===== config.mk =====
export PLATFORM = sky130hd
export DESIGN_NAME = mmcm_drp_sequencer_flat
export DESIGN_NICKNAME = d
export VERILOG_FILES = /design/src/rtl/mmcm_drp_sequencer_if.sv /design/src/rtl/mmcm_drp_sequencer.sv /design/src/flat_wrapper.sv
export SDC_FILE = /design/constraint.sdc
export NUM_CORES = 1
export LEC_CHECK = 0
export BUFFER_PORTS_ARGS = -buffer_cell sky130_fd_sc_hd__buf_2
export CAP_MARGIN = 40
export CORE_UTILIZATION = 54
export DETAILED_ROUTE_END_ITERATION = 10
export HOLD_SLACK_MARGIN = 0.02
export PLACE_DENSITY = 0.89
export SLEW_MARGIN = 10
export SYNTH_ARGS = -nofsm -noshare
export SYNTH_HDL_FRONTEND = slang
export SYNTH_SLANG_ARGS = --single-unit

===== constraint.sdc =====
create_clock -name CLK -period 3.75 [get_ports CLK]
set_clock_uncertainty 0.2 [all_clocks]
set_input_delay 0 -clock CLK [delete_from_list [all_inputs] [get_ports CLK]]
set_output_delay 0 -clock CLK [all_outputs]
set_load 0.05 [all_outputs]

===== src/rtl/mmcm_drp_sequencer_if.sv =====
// mmcm_drp_sequencer_if: trigger, table ROM, DRP and MMCM control/status bundle.
// The master side is the sequencer; the slave side is the board/ROM/MMCM environment.
interface mmcm_drp_sequencer_if #(
    parameter int MAX_ENTRIES = 16
);
    localparam int IW = (MAX_ENTRIES > 1) ? $clog2(MAX_ENTRIES) : 1;

    logic          start_i;
    logic [IW:0]   count_i;
    logic [IW-1:0] idx_o;
    logic [38:0]   entry_i;
    logic [6:0]    daddr_o;
    logic          den_o;
    logic          dwe_o;
    logic [15:0]   di_o;
    logic [15:0]   do_i;
    logic          drdy_i;
    logic          mmcm_rst_o;
    logic          locked_i;
    logic          busy_o;
    logic          done_o;
    logic          error_o;
    logic [1:0]    err_code_o;

    modport master (
        input  start_i, count_i, entry_i, do_i, drdy_i, locked_i,
        output idx_o, daddr_o, den_o, dwe_o, di_o, mmcm_rst_o, busy_o, done_o, error_o, err_code_o
    );

    modport slave (
        output start_i, count_i, entry_i, do_i, drdy_i, locked_i,
        input  idx_o, daddr_o, den_o, dwe_o, di_o, mmcm_rst_o, busy_o, done_o, error_o, err_code_o
    );
endinterface


===== src/rtl/mmcm_drp_sequencer.sv =====
// mmcm_drp_sequencer: holds an MMCME2 in reset, read-modify-writes a DRP table, then waits for lock.
// Table entries come from a registered ROM indexed by idx_o; done/error stay sticky until the next start.
module mmcm_drp_sequencer #(
    parameter int MAX_ENTRIES  = 16,
    parameter int DRDY_TIMEOUT = 64,
    parameter int LOCK_TIMEOUT = 65536,
    parameter int RST_HOLD     = 4
) (
    input logic                  CLK,
    input logic                  RST,
    mmcm_drp_sequencer_if.master bus
);
    localparam int IW   = (MAX_ENTRIES > 1) ? $clog2(MAX_ENTRIES) : 1;
    localparam int TMAX = (LOCK_TIMEOUT > DRDY_TIMEOUT) ? LOCK_TIMEOUT : DRDY_TIMEOUT;
    localparam int TW   = $clog2(TMAX) + 1;

    typedef enum logic [3:0] {IDLE, FETCH, RD, RD_WAIT, WR, WR_WAIT, HOLD, LOCK_WAIT, FAIL} state_t;

    state_t        state_q, state_d;
    logic [IW:0]   count_q, count_d, cnt_q, cnt_d, cnt_inc;
    logic [IW-1:0] idx_q, idx_d;
    logic [6:0]    addr_q, addr_d;
    logic [15:0]   mask_q, mask_d, data_q, data_d, new_q, new_d;
    logic [TW-1:0] tmr_q, tmr_d, tmr_inc;
    logic          rst_q, rst_d, done_q, done_d, err_q, err_d;
    logic [1:0]    code_q, code_d, lock_q;

    assign tmr_inc = (tmr_q == '1) ? tmr_q : tmr_q + 1'b1;
    assign cnt_inc = cnt_q + 1'b1;

    always_comb begin
        state_d = state_q;
        count_d = count_q;
        cnt_d   = cnt_q;
        idx_d   = idx_q;
        addr_d  = addr_q;
        mask_d  = mask_q;
        data_d  = data_q;
        new_d   = new_q;
        tmr_d   = tmr_inc;
        rst_d   = rst_q;
        done_d  = done_q;
        err_d   = err_q;
        code_d  = code_q;
        case (state_q)
            IDLE: begin
                tmr_d = '0;
                if (bus.start_i) begin
                    state_d = FETCH;
                    count_d = bus.count_i;
                    cnt_d   = '0;
                    idx_d   = '0;
                    rst_d   = 1'b1;
                    done_d  = 1'b0;
                    err_d   = 1'b0;
                    code_d  = 2'd0;
                end
            end
            // first FETCH cycle only lets the registered ROM catch up with idx
            FETCH: begin
                if (count_q == '0) begin
                    state_d = HOLD;
                    tmr_d   = '0;
                end else if (tmr_q != '0) begin
                    {addr_d, mask_d, data_d} = bus.entry_i;
                    state_d = RD;
                    tmr_d   = '0;
                end
            end
            RD: state_d = RD_WAIT;
            RD_WAIT: begin
                if (bus.drdy_i) begin
                    new_d   = (bus.do_i & mask_q) | (data_q & ~mask_q);
                    state_d = WR;
                    tmr_d   = '0;
                end else if (tmr_inc >= TW'(DRDY_TIMEOUT)) begin
                    state_d = FAIL;
                    code_d  = 2'd1;
                end
            end
            WR: state_d = WR_WAIT;
            WR_WAIT: begin
                if (bus.drdy_i) begin
                    cnt_d   = cnt_inc;
                    tmr_d   = '0;
                    state_d = (cnt_inc == count_q) ? HOLD : FETCH;
                    idx_d   = (cnt_inc == count_q) ? idx_q : cnt_inc[IW-1:0];
                end else if (tmr_inc >= TW'(DRDY_TIMEOUT)) begin
                    state_d = FAIL;
                    code_d  = 2'd2;
                end
            end
            HOLD: begin
                if (tmr_inc >= TW'(RST_HOLD)) begin
                    rst_d   = 1'b0;
                    state_d = LOCK_WAIT;
                    tmr_d   = '0;
                end
            end
            // a lock still asserted from before the reset must not count
            LOCK_WAIT: begin
                if (tmr_q >= TW'(4) && lock_q[1]) begin
                    done_d  = 1'b1;
                    state_d = IDLE;
                end else if (tmr_inc >= TW'(LOCK_TIMEOUT)) begin
                    state_d = FAIL;
                    code_d  = 2'd3;
                end
            end
            FAIL: state_d = IDLE;
            default: state_d = IDLE;
        endcase
        if (state_d == FAIL) begin
            err_d = 1'b1;
            rst_d = 1'b0;
        end
    end

    always_ff @(posedge CLK) begin
        if (RST) begin
            state_q <= IDLE;
            count_q <= '0;
            cnt_q   <= '0;
            idx_q   <= '0;
            addr_q  <= '0;
            mask_q  <= '0;
            data_q  <= '0;
            new_q   <= '0;
            tmr_q   <= '0;
            rst_q   <= 1'b0;
            done_q  <= 1'b0;
            err_q   <= 1'b0;
            code_q  <= 2'd0;
            lock_q  <= 2'b00;
        end else begin
            state_q <= state_d;
            count_q <= count_d;
            cnt_q   <= cnt_d;
            idx_q   <= idx_d;
            addr_q  <= addr_d;
            mask_q  <= mask_d;
            data_q  <= data_d;
            new_q   <= new_d;
            tmr_q   <= tmr_d;
            rst_q   <= rst_d;
            done_q  <= done_d;
            err_q   <= err_d;
            code_q  <= code_d;
            lock_q  <= {lock_q[0], bus.locked_i};
        end
    end

    assign bus.idx_o      = idx_q;
    assign bus.daddr_o    = addr_q;
    assign bus.den_o      = (state_q == RD) || (state_q == WR);
    assign bus.dwe_o      = state_q == WR;
    assign bus.di_o       = new_q;
    assign bus.mmcm_rst_o = rst_q;
    assign bus.busy_o     = state_q != IDLE;
    assign bus.done_o     = done_q;
    assign bus.error_o    = err_q;
    assign bus.err_code_o = code_q;
endmodule


===== src/flat_wrapper.sv =====
// flat-port wrapper written by rule: the top's interface ports become plain ports
module mmcm_drp_sequencer_flat 
#(
    parameter int MAX_ENTRIES  = 16,
    parameter int DRDY_TIMEOUT = 64,
    parameter int LOCK_TIMEOUT = 65536,
    parameter int RST_HOLD     = 4
)
  (CLK, RST, bus_start_i, bus_count_i, bus_entry_i, bus_do_i, bus_drdy_i, bus_locked_i, bus_idx_o, bus_daddr_o, bus_den_o, bus_dwe_o, bus_di_o, bus_mmcm_rst_o, bus_busy_o, bus_done_o, bus_error_o, bus_err_code_o);
  mmcm_drp_sequencer_if #(.MAX_ENTRIES(MAX_ENTRIES)) bus_i ();
  input logic CLK;
  input logic RST;
  input wire logic [$bits(bus_i.start_i)-1:0] bus_start_i;
  input wire logic [$bits(bus_i.count_i)-1:0] bus_count_i;
  input wire logic [$bits(bus_i.entry_i)-1:0] bus_entry_i;
  input wire logic [$bits(bus_i.do_i)-1:0] bus_do_i;
  input wire logic [$bits(bus_i.drdy_i)-1:0] bus_drdy_i;
  input wire logic [$bits(bus_i.locked_i)-1:0] bus_locked_i;
  output wire logic [$bits(bus_i.idx_o)-1:0] bus_idx_o;
  output wire logic [$bits(bus_i.daddr_o)-1:0] bus_daddr_o;
  output wire logic [$bits(bus_i.den_o)-1:0] bus_den_o;
  output wire logic [$bits(bus_i.dwe_o)-1:0] bus_dwe_o;
  output wire logic [$bits(bus_i.di_o)-1:0] bus_di_o;
  output wire logic [$bits(bus_i.mmcm_rst_o)-1:0] bus_mmcm_rst_o;
  output wire logic [$bits(bus_i.busy_o)-1:0] bus_busy_o;
  output wire logic [$bits(bus_i.done_o)-1:0] bus_done_o;
  output wire logic [$bits(bus_i.error_o)-1:0] bus_error_o;
  output wire logic [$bits(bus_i.err_code_o)-1:0] bus_err_code_o;
  assign bus_i.start_i = bus_start_i;
  assign bus_i.count_i = bus_count_i;
  assign bus_i.entry_i = bus_entry_i;
  assign bus_i.do_i = bus_do_i;
  assign bus_i.drdy_i = bus_drdy_i;
  assign bus_i.locked_i = bus_locked_i;
  assign bus_idx_o = bus_i.idx_o;
  assign bus_daddr_o = bus_i.daddr_o;
  assign bus_den_o = bus_i.den_o;
  assign bus_dwe_o = bus_i.dwe_o;
  assign bus_di_o = bus_i.di_o;
  assign bus_mmcm_rst_o = bus_i.mmcm_rst_o;
  assign bus_busy_o = bus_i.busy_o;
  assign bus_done_o = bus_i.done_o;
  assign bus_error_o = bus_i.error_o;
  assign bus_err_code_o = bus_i.err_code_o;
  mmcm_drp_sequencer #(.MAX_ENTRIES(MAX_ENTRIES), .DRDY_TIMEOUT(DRDY_TIMEOUT), .LOCK_TIMEOUT(LOCK_TIMEOUT), .RST_HOLD(RST_HOLD)) u_core (.CLK(CLK), .RST(RST), .bus(bus_i));
endmodule

==> key figures <==
Yosys
  • Share of the synthesized area in the top cell type: 0.434
  • Sequential share of the synthesized area: 0.434
  • Count leader, synth: nand2_1
  • Prevailing post-synth register cell: dfxtp_1
  • Count of state elements after synthesis: 97
  • Synth cell types: 49
  • Async S/R FF share, synth: 0
  • Gate Count Post-Synth: 556
  • Top area cells in the synthesized netlist: dfxtp_1 43%, nand2_1 9.5%, a21oi_1 7.0%
  • Mapped Nets: 624
  • Yosys top cell by area: dfxtp_1
  • Number of synthesized flops with an enable pin: 0
  • Most frequent cells after synthesis: 113 x nand2_1, 97 x dfxtp_1, 63 x a21oi_1
  • Synth Area per Inst: 8.05 µm²
  • Warnings from Yosys: 0
  • Netlist Area Pre-Place: 0.00448 mm²

Timing
  • Unrepaired setup endpoints after global routing: no
  • Worst Max-Slew Pin Slew: 0.887 ns
  • # setup viols final: 0
  • Final Cycle Share: 0.864
  • Final setup TNS: 0 ns
  • Worst slew margin: 0.408
  • Fin crit period: 3.24 ns
  • Fmax: 309 MHz
  • Final WS setup: 0.511 ns
  • Max-slew violation count: 0
  • Final Hold Fails: 0

Power and ir drop
  • Leakage: 2.29 nW
  • Final Power: 2.78 mW
  • IR drop worst, VDD: 0.000427 V
  • PD cells: 471 mW/mm²

Cells and area
  • Total Nets Final: 771
  • Synth-to-layout area growth: 31.9%
  • Layout cell share with drive strength beyond 1: 0.194

Floorplanning
  • Row count: 32
  • Die area: 0.00866 mm²
  • Die X: 93.1 µm
  • I/O pin total: 100
  • Starting Density: 0.568
  • Core Area: 0.00789 mm²
  • Die height: 93.1 µm

Drt
  • Vias per inst: 5.77
  • Vias: 4676
  • DRT Pass-1 Iters: 6
  • # DRC: 0
  • Routed wire per std cell: 16.3 µm
  • Iteration-0 DRC count of the detailed router: 294
  • Final WL: 13.2 mm
  • Number of antenna-violating nets in the routed design: 0

Placement
  • DP HPWL: 7.48 mm
  • I/O Buffers: 99
  • RePlAce Congestion: 0.885
  • Pre-CTS setup slack: 0.611 ns

Hold path
  • Hold Path Class: in2reg
  • Hold_sp: bus_start_i

Setup path
  • Worst Setup SP: u_core.tmr_q[8]$_SDFF_PP0_
  • Kind of critical path: reg2reg
  • CP endpoint kind: flip-flop
  • CP max stage cell: dfxtp_1
  • Worst setup SP type: flip-flop
  • Worst EP arrival: 3.31 ns
  • Slowest stage delay, CP: 0.57 ns
  • Critical-path cell list: and4_1, and3_1, nor3b_1, a2111oi_2, nand4_1, nor2_1, a21oi_2, buf_6, nor3_1
  • CP Data Required Time: 3.83 ns
  • R2r startpoint: u_core.tmr_q[8]$_SDFF_PP0_
  • Max FO, Critical Path: 11

Clock network
  • Clk buf depth: 2
  • H-tree levels: 3
  • Clk_lat worst skew: 0.36 ns
  • Clock-pin slew on the worst setup and hold paths: 0.09 ns
  • Root Buffer: clkbuf_8
  • Num CTS Buffers: 9
  • PostCTS Resize Cnt: 0
  • Post-CTS setup buffer count: 0
  • Clock sinks: 97
  • CTS tree: built

Global routing
  • Initial antenna violation count: 0
  • Overflow after GRT: 0
  • Vias in the first global route: 4643
  • Pin count of the biggest net entering global routing: 58
  • Global-route wire length before repair: 21.5 mm
  • Tot GR Track Use: 0.314

Job
  • Max Cap Viol: 0

Outcome
  • Status: completed
[through the flow]
step	util	cell area (µm²)	std cells	hold slack, ns
2_1_floorplan	-	4480	556	-0.0718
3_3_place_gp	0.631	4980	724	0.0372
3_5_place_dp	0.632	4990	725	0.0422
4_1_cts	0.748	5900	810	0.0215
5_1_grt	0.748	5900	810	0.0557
6_report	0.748	5900	811	0.0408
[registers in the layout, summed over array words and instances, names as in the netlist]
register,cells
u_core.bus.daddr_o,7
u_core.bus.idx_o,4
u_core.bus.error_o,1
u_core.tmr_q,17
u_core.mask_q,16
u_core.cnt_q,5
u_core.bus.di_o,16
u_core.state_q,4
u_core.count_q,5
u_core.data_q,16
u_core.bus.err_code_o,2
u_core.bus.mmcm_rst_o,1
u_core.lock_q,2
u_core.bus.done_o,1
[cells in the final DEF, fill, tap and decap left out, types with 2 or more instances in the layout]
cell type,n
nand2_1,113
buf_2,99
dfxtp_1,97
dlygate4sd3_1,69
a21oi_1,63
nor2_1,59
mux2i_1,22
a211oi_1,16
nor3_1,14
xnor2_1,11
xor2_1,11
nand3_1,10
o21ai_0,10
clkbuf_8,10
nor3_2,9
nand4_1,8
and2_1,7
inv_1,6
and3_1,6
nand2b_1,5
nor4_1,5
nor3b_1,5
a31oi_1,4
buf_4,4
and4_1,3
nor2b_1,3
ha_1,3
or4_1,2
or2_2,2
o21ai_1,2
a2111oi_2,2
nand4b_1,2
o31a_1,2
clkinv_4,2
[path summary, 6_finish.rpt]
check | end | slack, ns | depth (start not counted)
min | u_core.bus.mmcm_rst_o$_SDFFE_PP0P_ | 0.04 | 6
max | u_core.tmr_q[2]$_SDFF_PP0_ | 0.51 | 9
max reg2reg | u_core.tmr_q[2]$_SDFF_PP0_ | 0.51 | 9
min reg2reg | u_core.bus.daddr_o[0]$_SDFFE_PP0P_ | 0.25 | 2
[where the power goes]
part | switching, mW | leakage, nW | internal (mW)
Sequential | 0.0820 | 0.783 | 1.10
Clock | 0.402 | 0.112 | 0.342
Combinational | 0.547 | 1.39 | 0.311
[critical path, delay by kind of cell, from the launching register on]
kind	cells	cell delay, ns
simple gates	6	1.58
flops	1	0.57
buf+inv	1	0.20
compound gates	2	0.60
[per-layer routing]
| metal | up-vias | wire (µm) | track usage |
|---|---|---|---|
| met5 | - | 0 | 0 |
| met4 | 0 | 643 | 0.191 |
| met3 | 54 | 698 | 0.0439 |
| met2 | 214 | 6740 | 0.550 |
| met1 | 2194 | 5160 | 0.362 |
| li1 | 2214 | - | - |
[area by class of cell]
class,instances,area [µm²]
multi-input cells,415,2340
well taps,102,128
clock buffers,10,138
flip-flops and latches,97,1940
diodes,1,2.50
repair buffers,174,1250
clock inverters,6,83.8
fillers,537,1980
inverters,6,22.5
[cell families (layout without fill, tap and decap cells)]
| kind of cell | count (synthesis) | count (layout) | synth area share |
|---|---|---|---|
| AO/OA/AOI/OAI | 110 | 110 | 0.149 |
| XOR/XNOR | 22 | 22 | 0.0430 |
| adder cells (fa/ha/maj) | 4 | 4 | 0.0106 |
| buffers and inverters | 44 | 196 | 0.0436 |
| flip-flops | 97 | 97 | 0.434 |
| multiplexers | 22 | 22 | 0.0492 |
| other | 0 | 1 | 0 |
| AND/OR/NAND/NOR | 257 | 257 | 0.271 |
[repair_timing]
item                                    in CTS  in global routing
hold buffers                                69                  0
hold endpoints to repair                    66                  0
endpoints found under the setup margin       0                  0
(Power assumes the default switching activity.)
